==> src/rtl/rom_arbiter.sv <==
// ---------------------------------------------------------------------------
// rom_arbiter
//   Shares one single-port, synchronous-read ROM between two read requesters.
//   Port A is the core instruction fetch. Port B is the data-load path or the
//   GPU/DMA reader. Each access goes IDLE -> ISSUE -> CAPTURE -> IDLE, which
//   fits the ROM's one-cycle registered read. A tie between A and B goes to
//   the port that was not granted last. A word index at or beyond LEN is
//   flagged as out of range.
//
// Ports
//   clk, reset            : rising-edge clock, asynchronous active-high reset
//   a_req / b_req         : read request, held high until the matching gnt
//   a_addr / b_addr       : byte address, sampled in the grant cycle
//   a_gnt / b_gnt         : one-cycle pulse, request accepted
//   a_rvalid / b_rvalid   : one-cycle pulse, rdata/err valid
//   a_rdata / b_rdata     : read data, held until that port's next rvalid
//   a_err / b_err         : out-of-range flag, valid with rvalid
//   rom_enable            : high in the cycle the ROM samples rom_address
//   rom_address           : byte address to the ROM (the ROM uses [31:2])
//   rom_data              : ROM read data, valid the cycle after rom_enable
// ---------------------------------------------------------------------------
module rom_arbiter #(
  parameter int unsigned LEN = 10000
) (
  input  logic        clk,
  input  logic        reset,
  input  logic        a_req,
  input  logic [31:0] a_addr,
  output logic        a_gnt,
  output logic        a_rvalid,
  output logic [31:0] a_rdata,
  output logic        a_err,
  input  logic        b_req,
  input  logic [31:0] b_addr,
  output logic        b_gnt,
  output logic        b_rvalid,
  output logic [31:0] b_rdata,
  output logic        b_err,
  output logic        rom_enable,
  output logic [31:0] rom_address,
  input  logic [31:0] rom_data
);

  typedef enum logic [1:0] {
    IDLE    = 2'd0,
    ISSUE   = 2'd1,
    CAPTURE = 2'd2
  } state_t;

  state_t      state_q,       state_d;
  logic        last_b_q,      last_b_d;    // 1: B was granted most recently
  logic        winner_b_q,    winner_b_d;  // port owning the current access
  logic        oor_q,         oor_d;
  logic        a_gnt_q,       a_gnt_d;
  logic        b_gnt_q,       b_gnt_d;
  logic        a_rvalid_q,    a_rvalid_d;
  logic        b_rvalid_q,    b_rvalid_d;
  logic [31:0] a_rdata_q,     a_rdata_d;
  logic [31:0] b_rdata_q,     b_rdata_d;
  logic        a_err_q,       a_err_d;
  logic        b_err_q,       b_err_d;
  logic        rom_enable_q,  rom_enable_d;
  logic [31:0] rom_address_q, rom_address_d;

  // Arbitration helpers, only meaningful in IDLE.
  logic        pick_b;
  logic [31:0] win_addr;

  // B wins when it is the only requester, or on a tie when A went last.
  assign pick_b   = b_req && (!a_req || !last_b_q);
  assign win_addr = pick_b ? b_addr : a_addr;

  always_comb begin
    // NOTE: every signal gets a default before the case statement. A path
    // that leaves a signal unassigned would infer a latch.
    state_d       = state_q;
    last_b_d      = last_b_q;
    winner_b_d    = winner_b_q;
    oor_d         = oor_q;
    a_gnt_d       = 1'b0;
    b_gnt_d       = 1'b0;
    a_rvalid_d    = 1'b0;
    b_rvalid_d    = 1'b0;
    a_rdata_d     = a_rdata_q;
    b_rdata_d     = b_rdata_q;
    a_err_d       = a_err_q;
    b_err_d       = b_err_q;
    rom_enable_d  = 1'b0;
    rom_address_d = rom_address_q;

    unique case (state_q)
      IDLE: begin
        if (a_req || b_req) begin
          rom_address_d = win_addr;
          winner_b_d    = pick_b;
          last_b_d      = pick_b;
          // Word index compare; addr[1:0] plays no part, so misalignment is legal.
          oor_d         = ({2'b00, win_addr[31:2]} >= LEN);
          a_gnt_d       = !pick_b;
          b_gnt_d       = pick_b;
          rom_enable_d  = 1'b1;
          state_d       = ISSUE;
        end
      end

      ISSUE: begin
        // The ROM registers rom_address at the edge that leaves this state.
        state_d = CAPTURE;
      end

      CAPTURE: begin
        // rom_data is valid now. Only the owning port's outputs change.
        if (winner_b_q) begin
          b_rdata_d  = oor_q ? 32'h0 : rom_data;
          b_err_d    = oor_q;
          b_rvalid_d = 1'b1;
        end else begin
          a_rdata_d  = oor_q ? 32'h0 : rom_data;
          a_err_d    = oor_q;
          a_rvalid_d = 1'b1;
        end
        state_d = IDLE;
      end

      default: state_d = IDLE;
    endcase
  end

  always_ff @(posedge clk or posedge reset) begin
    if (reset) begin
      // last_b_q resets to 1 so A wins the first tie.
      state_q       <= IDLE;
      last_b_q      <= 1'b1;
      winner_b_q    <= 1'b0;
      oor_q         <= 1'b0;
      a_gnt_q       <= 1'b0;
      b_gnt_q       <= 1'b0;
      a_rvalid_q    <= 1'b0;
      b_rvalid_q    <= 1'b0;
      a_rdata_q     <= 32'h0;
      b_rdata_q     <= 32'h0;
      a_err_q       <= 1'b0;
      b_err_q       <= 1'b0;
      rom_enable_q  <= 1'b0;
      rom_address_q <= 32'h0;
    end else begin
      // NOTE: state registers use non-blocking assignment. All flops then
      // update together from the values they held before the edge.
      state_q       <= state_d;
      last_b_q      <= last_b_d;
      winner_b_q    <= winner_b_d;
      oor_q         <= oor_d;
      a_gnt_q       <= a_gnt_d;
      b_gnt_q       <= b_gnt_d;
      a_rvalid_q    <= a_rvalid_d;
      b_rvalid_q    <= b_rvalid_d;
      a_rdata_q     <= a_rdata_d;
      b_rdata_q     <= b_rdata_d;
      a_err_q       <= a_err_d;
      b_err_q       <= b_err_d;
      rom_enable_q  <= rom_enable_d;
      rom_address_q <= rom_address_d;
    end
  end

  assign a_gnt       = a_gnt_q;
  assign b_gnt       = b_gnt_q;
  assign a_rvalid    = a_rvalid_q;
  assign b_rvalid    = b_rvalid_q;
  assign a_rdata     = a_rdata_q;
  assign b_rdata     = b_rdata_q;
  assign a_err       = a_err_q;
  assign b_err       = b_err_q;
  assign rom_enable  = rom_enable_q;
  assign rom_address = rom_address_q;

endmodule
==> config.mk <==
export PLATFORM = sky130hd
export DESIGN_NAME = rom_arbiter
export DESIGN_NICKNAME = d
export VERILOG_FILES = /design/src/rtl/rom_arbiter.sv
export SDC_FILE = /design/constraint.sdc
export NUM_CORES = 1
export LEC_CHECK = 0
export ABC_AREA = 1
export BUFFER_PORTS_ARGS = -buffer_cell sky130_fd_sc_hd__buf_4
export CORE_UTILIZATION = 52
export CTS_BUF_LIST = sky130_fd_sc_hd__clkbuf_8 sky130_fd_sc_hd__clkbuf_16
export DETAILED_ROUTE_END_ITERATION = 6
export PLACE_DENSITY = 0.86
export SLEW_MARGIN = 20
export SYNTH_ARGS = -nofsm -noshare
export SYNTH_HDL_FRONTEND = slang
export SYNTH_SLANG_ARGS = --single-unit
==> constraint.sdc <==
create_clock -name clk -period 6.75 [get_ports clk]
set_clock_uncertainty 0.05 [all_clocks]
set_input_delay 1.35 -clock clk [delete_from_list [all_inputs] [get_ports clk]]
set_output_delay 1.35 -clock clk [all_outputs]
set_load 0.02 [all_outputs]
==> results.json, run 1 <==
{
  "worst_path_largest_cell_delay_ns": 0.87,
  "crit_chain": "buf_4 -> nand2_1 -> nand2_1 -> nand2_1 -> nand2_1 -> nor2_1 -> nand2_1 -> nor2_1 -> nand3_1 -> nand2_1 -> inv_1",
  "worstSetupStartpointType": "primary input",
  "path_class": "in2reg",
  "overflow": 0,
  "cp.required_ns": 6.95,
  "drt_iter0_drc": 202,
  "synth-edff-count": 0,
  "antenna_found_initial": 0,
  "synth_top_area_frac": 0.561,
  "start_util": 0.542,
  "async_reset_ff_frac": 1.00,
  "cpMostUsedCell": "nand2_1",
  "peakVddDrop_uv": 246,
  "cp_max_fo": 32,
  "drc": 30,
  "cts.sinks": 108,
  "synthesis.area_um2": 4780,
  "yosysWarningCount": 0,
  "post_cts_resized": 0,
  "hold_viol": 0,
  "ys_seq_area_frac": 0.566,
  "worstSkewPairLatency_ns": 0.34,
  "synth.net_count": 718,
  "cts.clk_slew.worst_paths_ns": 0.10,
  "synth_most_common_cell": "nand2_1",
  "row_count": 34,
  "portBuffers": 202,
  "nets": 904,
  "area_growth_pct": 36.2,
  "crit_slowest_cell": "nand2_1",
  "worst_pin_slew_ns": 1.06,
  "htreeDepth": 3,
  "synthDistinctLibCells": 17,
  "rsz0062_at_grt": "no",
  "p_per_area_nw_per_um2": 369,
  "cp.arrival_ns": 3.90,
  "drt_pass1_iterations": 7,
  "fmax_mhz": 270,
  "cts_max_path_buffers": 2,
  "viasPerCell": 5.01,
  "yosysTopAreaCell": "dfrtp_1",
  "fin_crit_sh": 0.549,
  "crit_path_end_kind": "flop",
  "hold_buffers": 0,
  "post_drt_wl_per_cell_um": 13.8,
  "slew_viol_final": 0,
  "cap_viol_max_count": 0,
  "synthCells": 618,
  "relSlewSlack": 0.295,
  "antenna_cells": 0,
  "gp_congestion": 0.910,
  "die_h_um": 97.8,
  "power_leakage_nw": 3.85,
  "core_um2": 8810,
  "cts_tree": "done",
  "setup_viol": 0,
  "drive_gt1_frac": 0.277,
  "postRouteAntennaNets": 0,
  "grt_start_max_net_pins": 56,
  "grt_pass1_vias": 4365,
  "synth_area_per_cell_um2": 7.73,
  "postCtsSetupBuffers": 0,
  "track_usage": 0.271,
  "hp-class": "reg2reg",
  "fin_ws_ns": 3.05,
  "routed_wl_um": 12600,
  "synth_commonest_cells": "nand2_1, dfrtp_1, nor2_1",
  "synth_seq_cells": 108,
  "die_w_um": 97.8,
  "grt_pass1_wl_um": 20700,
  "status": "complete, but fails checks",
  "period_needed_ns": 3.70,
  "synth_top_flop_cell": "dfrtp_1",
  "fin_tns_setup_ns": 0,
  "violations": "design-rule violations",
  "ys_top_cells_by_area": "dfrtp_1, nand2_1, nor2_1",
  "place_ws_ns": 2.78,
  "die_area_um2": 9570,
  "dp_hpwl_um": 9190,
  "vias": 4594,
  "root_buffer": "clkbuf_8",
  "ioPinCount": 203,
  "cts_made_buffers": 9
}
[layout by cell type, fill, tap and decap left out, types with 3 or more instances in the layout]
master / synthesis / routed
nand2_1: 289 / 289
buf_4: 0 / 206
dfrtp_1: 107 / 106
inv_1: 57 / 59
nor2_1: 58 / 58
nand3_1: 21 / 21
o21ai_1: 15 / 15
a31oi_1: 12 / 12
nand3b_1: 11 / 11
o21ai_0: 9 / 9
clkbuf_8: 0 / 9
a21oi_1: 3 / 3
clkinv_4: 0 / 3
[cell families (layout without fill, tap and decap cells)]
group	Yosys count	after routing	synth area share
compound gates	40	40	0.0456
simple gates	381	381	0.315
flops	108	108	0.566
buf+inv	89	280	0.0733
[cell type report]
class	count	area, um^2
Multi-Input combinational cell	421	1730
Inverter	58	220
Timing Repair Buffer	206	1550
Sequential cell	108	2710
Fill cell	667	2300
Clock buffer	9	124
Tap cell	108	135
Clock inverter	7	46.3
[stage by stage]
step                cell area (um^2)   util  hold WS (ns)  total power, mW  std cells
floorplan                       4780      -         0.398             1.58        618
global placement                6330  0.719         0.413             2.05        901
detailed placement              6330  0.719         0.416             2.07        901
CTS                             6500  0.739         0.434             2.41        917
global route                    6510  0.739         0.455             2.54        917
finish                          6510  0.739         0.437             2.40        917
[sequential cells by signal, indices dropped and copies added, names as in the netlist]
name and flops:
a_rdata 32, b_rdata 32, rom_address 32, state_q 2, a_err 1, a_gnt 1, a_rvalid 1, b_err 1
b_gnt 1, b_rvalid 1, last_b_q 1, oor_q 1, rom_enable 1, winner_b_q 1
[critical path, delay by kind of cell]
family | cells | cell delay [ns]
and+or+nand+nor | 9 | 2.40
buffers and inverters | 2 | 0.14
[where the power goes]
| part | internal [mW] | switching (mW) |
|---|---|---|
| combinational | 0.416 | 0.646 |
| sequential | 0.856 | 0.136 |
| clock | 0.134 | 0.212 |
| total | 1.41 | 0.993 |
[path summary, 6_finish.rpt]
path	startpoint	endpoint	slack (ns)	depth (start not counted)
hold / removal	a_rdata[10]	a_rdata[10]	0.44	2
min in group asynchronous	reset	a_rdata[28]	1.02	2
max in group asynchronous	reset	oor_q	4.44	3
hold reg to reg	a_rdata[10]	a_rdata[10]	0.44	2
setup reg to reg	last_b_q	oor_q	3.70	11
setup / recovery	a_req	oor_q	3.05	11
[per-layer routing]
| metal | track usage | part of all wire | vias to the layer above |
|---|---|---|---|
| met2 | 0.446 | 0.49 | 220 |
| met4 | 0.103 | 0.019 | 0 |
| met3 | 0.0472 | 0.075 | 20 |
| met1 | 0.361 | 0.42 | 2106 |
| li1 | - | - | 2248 |
| met5 | 0 | 0 | - |
Note: power is estimated with default switching activity, not from simulation.
==> run 2, diff against run 1 <==
--- a/config.mk
+++ b/config.mk
@@ -7,10 +7,10 @@
 export LEC_CHECK = 0
 export ABC_AREA = 1
 export BUFFER_PORTS_ARGS = -buffer_cell sky130_fd_sc_hd__buf_4
-export CORE_UTILIZATION = 52
+export CORE_UTILIZATION = 48
 export CTS_BUF_LIST = sky130_fd_sc_hd__clkbuf_8 sky130_fd_sc_hd__clkbuf_16
 export DETAILED_ROUTE_END_ITERATION = 6
-export PLACE_DENSITY = 0.86
+export PLACE_DENSITY = 0.8
 export SLEW_MARGIN = 20
 export SYNTH_ARGS = -nofsm -noshare
 export SYNTH_HDL_FRONTEND = slang
==> constraint.sdc (replaced) <==
create_clock -name clk -period 3.7 [get_ports clk]
set_clock_uncertainty 0.05 [all_clocks]
set_input_delay 0.74 -clock clk [delete_from_list [all_inputs] [get_ports clk]]
set_output_delay 0.74 -clock clk [all_outputs]
set_load 0.02 [all_outputs]
==> run 2 against run 1 <==
Net effect: the run now ends clean; largest power group unchanged; sequential share of layout area decreased by 0.69 points; critical path type is now reg2reg; first-iteration DRC count decreased by 2.0%; cell count grew 2.9%; clock-buffer cell count is 4 higher; critical path depth shrank 4; hold slack got worse by 0.040 ns.
==> results.json, run 2 (synthesis gave the netlist of run 1 again) <==
{
  "p_int_mw": 2.71,
  "cap_viol_max_count": 0,
  "timing.rr.start": "state_q[1]",
  "n_fill_cell": 813,
  "routed_wl_um": 12700,
  "start_util": 0.491,
  "status": "complete, no violations",
  "antenna_found_initial": 0,
  "final_common_cell": "nand2_1",
  "fmax_mhz": 404,
  "total_power_mw": 4.52,
  "viasPerCell": 4.87,
  "rsz0062_at_grt": "no",
  "htreeDepth": 3,
  "core_um2": 9730,
  "crit_path_end_kind": "flop",
  "fin_crit_sh": 0.669,
  "die_h_um": 102,
  "reg2reg_slack_ns": 1.22,
  "cts.clk_slew.worst_paths_ns": 0.10,
  "period_needed_ns": 2.48,
  "postCtsSetupBuffers": 0,
  "hold_viol": 0,
  "r2r_end": "a_rdata[10]",
  "cp.required_ns": 3.89,
  "switching_power_mw": 1.81,
  "drt_pass1_iterations": 5,
  "overflow": 0,
  "hold_buffers": 0,
  "cts_made_buffers": 9,
  "fin_tns_setup_ns": 0,
  "post_cts_resized": 0,
  "reg2reg_depth": 7,
  "root_buffer": "clkbuf_8",
  "postRouteAntennaNets": 0,
  "drive_gt1_frac": 0.282,
  "cts_tree": "done",
  "p_per_area_nw_per_um2": 683,
  "cp-startpoint": "state_q[1]",
  "drt_iter0_drc": 198,
  "setup_viol": 0,
  "final_cell_mix": "nand2_1, buf_4, dfrtp_1",
  "drc": 0,
  "cp_max_fo": 35,
  "grt_start_max_net_pins": 63,
  "post_drt_wl_per_cell_um": 13.5,
  "worst_pin_slew_ns": 1.04,
  "power_leakage_nw": 3.86,
  "nets": 906,
  "grt_pass1_vias": 4234,
  "worstSkewPairLatency_ns": 0.36,
  "p_sw_frac": 0.400,
  "vias": 4594,
  "peakVddDrop_uv": 417,
  "dp_hpwl_um": 9080,
  "hp-class": "in2async",
  "design_area_um2": 6620,
  "area_growth_pct": 38.5,
  "path_class": "reg2reg",
  "die_area_um2": 10400,
  "cts_max_path_buffers": 2,
  "slew_viol_final": 0,
  "grt_pass1_wl_um": 20000,
  "power_frac_seq": 0.398,
  "die_w_um": 102,
  "final_util": 0.680,
  "cp.arrival_ns": 2.67,
  "pwr-share-clk": 0.170,
  "gp_congestion": 0.938,
  "track_usage": 0.251,
  "place_area_um2": 6390,
  "row_count": 36,
  "worstSetupStartpointType": "flop",
  "cts.sinks": 108,
  "portBuffers": 202,
  "ioPinCount": 203,
  "antenna_cells": 0,
  "combPwrFrac": 0.432,
  "relSlewSlack": 0.305
}
-- run 2: cell count changes in the layout (fill, tap and decap cells not counted), sizes merged --
cell      previous run  this run
clkinvlp             0         1
inv                 62        56
clkbuf               9        13
bufinv               0         1
buf                206       208
-- run 2: worst max-delay path, cell delays in order (launching register included) --
cell and delay, ns:
dfrtp_1 0.44, inv_1 0.07, nor2_1 0.05, nand2_1 0.06
buf_4 0.36, clkinv_1 0.90, nand2_1 0.34, nand2_1 0.08
-- run 2: power by group through the flow --
stage          sequential, mW  clock, mW  combinational, mW
6_report                 1.80      0.770               1.95
5_1_grt                  1.84      0.832               2.12
3_5_place_dp             1.81          0               1.96
2_1_floorplan            2.22          0              0.666
3_3_place_gp             1.80          0               1.94
4_1_cts                  1.79      0.789               1.96
-- run 2: layout make-up --
cell class	instances	area, um^2	share of cell area
inverter	58	220	0.0333
multi-input combinational	421	1730	0.261
clock buffer	13	179	0.0270
tap	133	166	0.0252
timing repair buffer	208	1570	0.238
sequential	108	2710	0.409
clock inverter	3	42.5	0.00643
-- run 2: metal layers --
| metal | track usage | up-vias | wire [um] |
|---|---|---|---|
| met5 | 0 | - | 0 |
| met1 | 0.328 | 2106 | 5390 |
| met3 | 0.0545 | 18 | 1020 |
| li1 | - | 2254 | - |
| met2 | 0.409 | 216 | 6100 |
| met4 | 0.100 | 0 | 204 |
-- run 2: worst max path at each step --
| stage | end | slack (ns) | cells past startpoint |
|---|---|---|---|
| global placement | oor_q | 1.18 | 13 |
| finish | a_rdata[10] | 1.22 | 7 |
| global route | a_rdata[10] | 0.97 | 7 |
| detailed placement | oor_q | 1.15 | 13 |
| floorplan | a_err | 0.07 | 1 |
| CTS | a_rdata[10] | 1.47 | 7 |
-- run 2: metrics by stage --
step / hold slack [ns] / setup slack, ns / std cells
after floorplan: 0.398 / 0.0661 / 618
after global placement: 0.413 / 1.18 / 928
after detailed placement: 0.417 / 1.15 / 928
after CTS: 0.404 / 1.47 / 944
after global routing: 0.429 / 0.972 / 944
final: 0.397 / 1.22 / 944
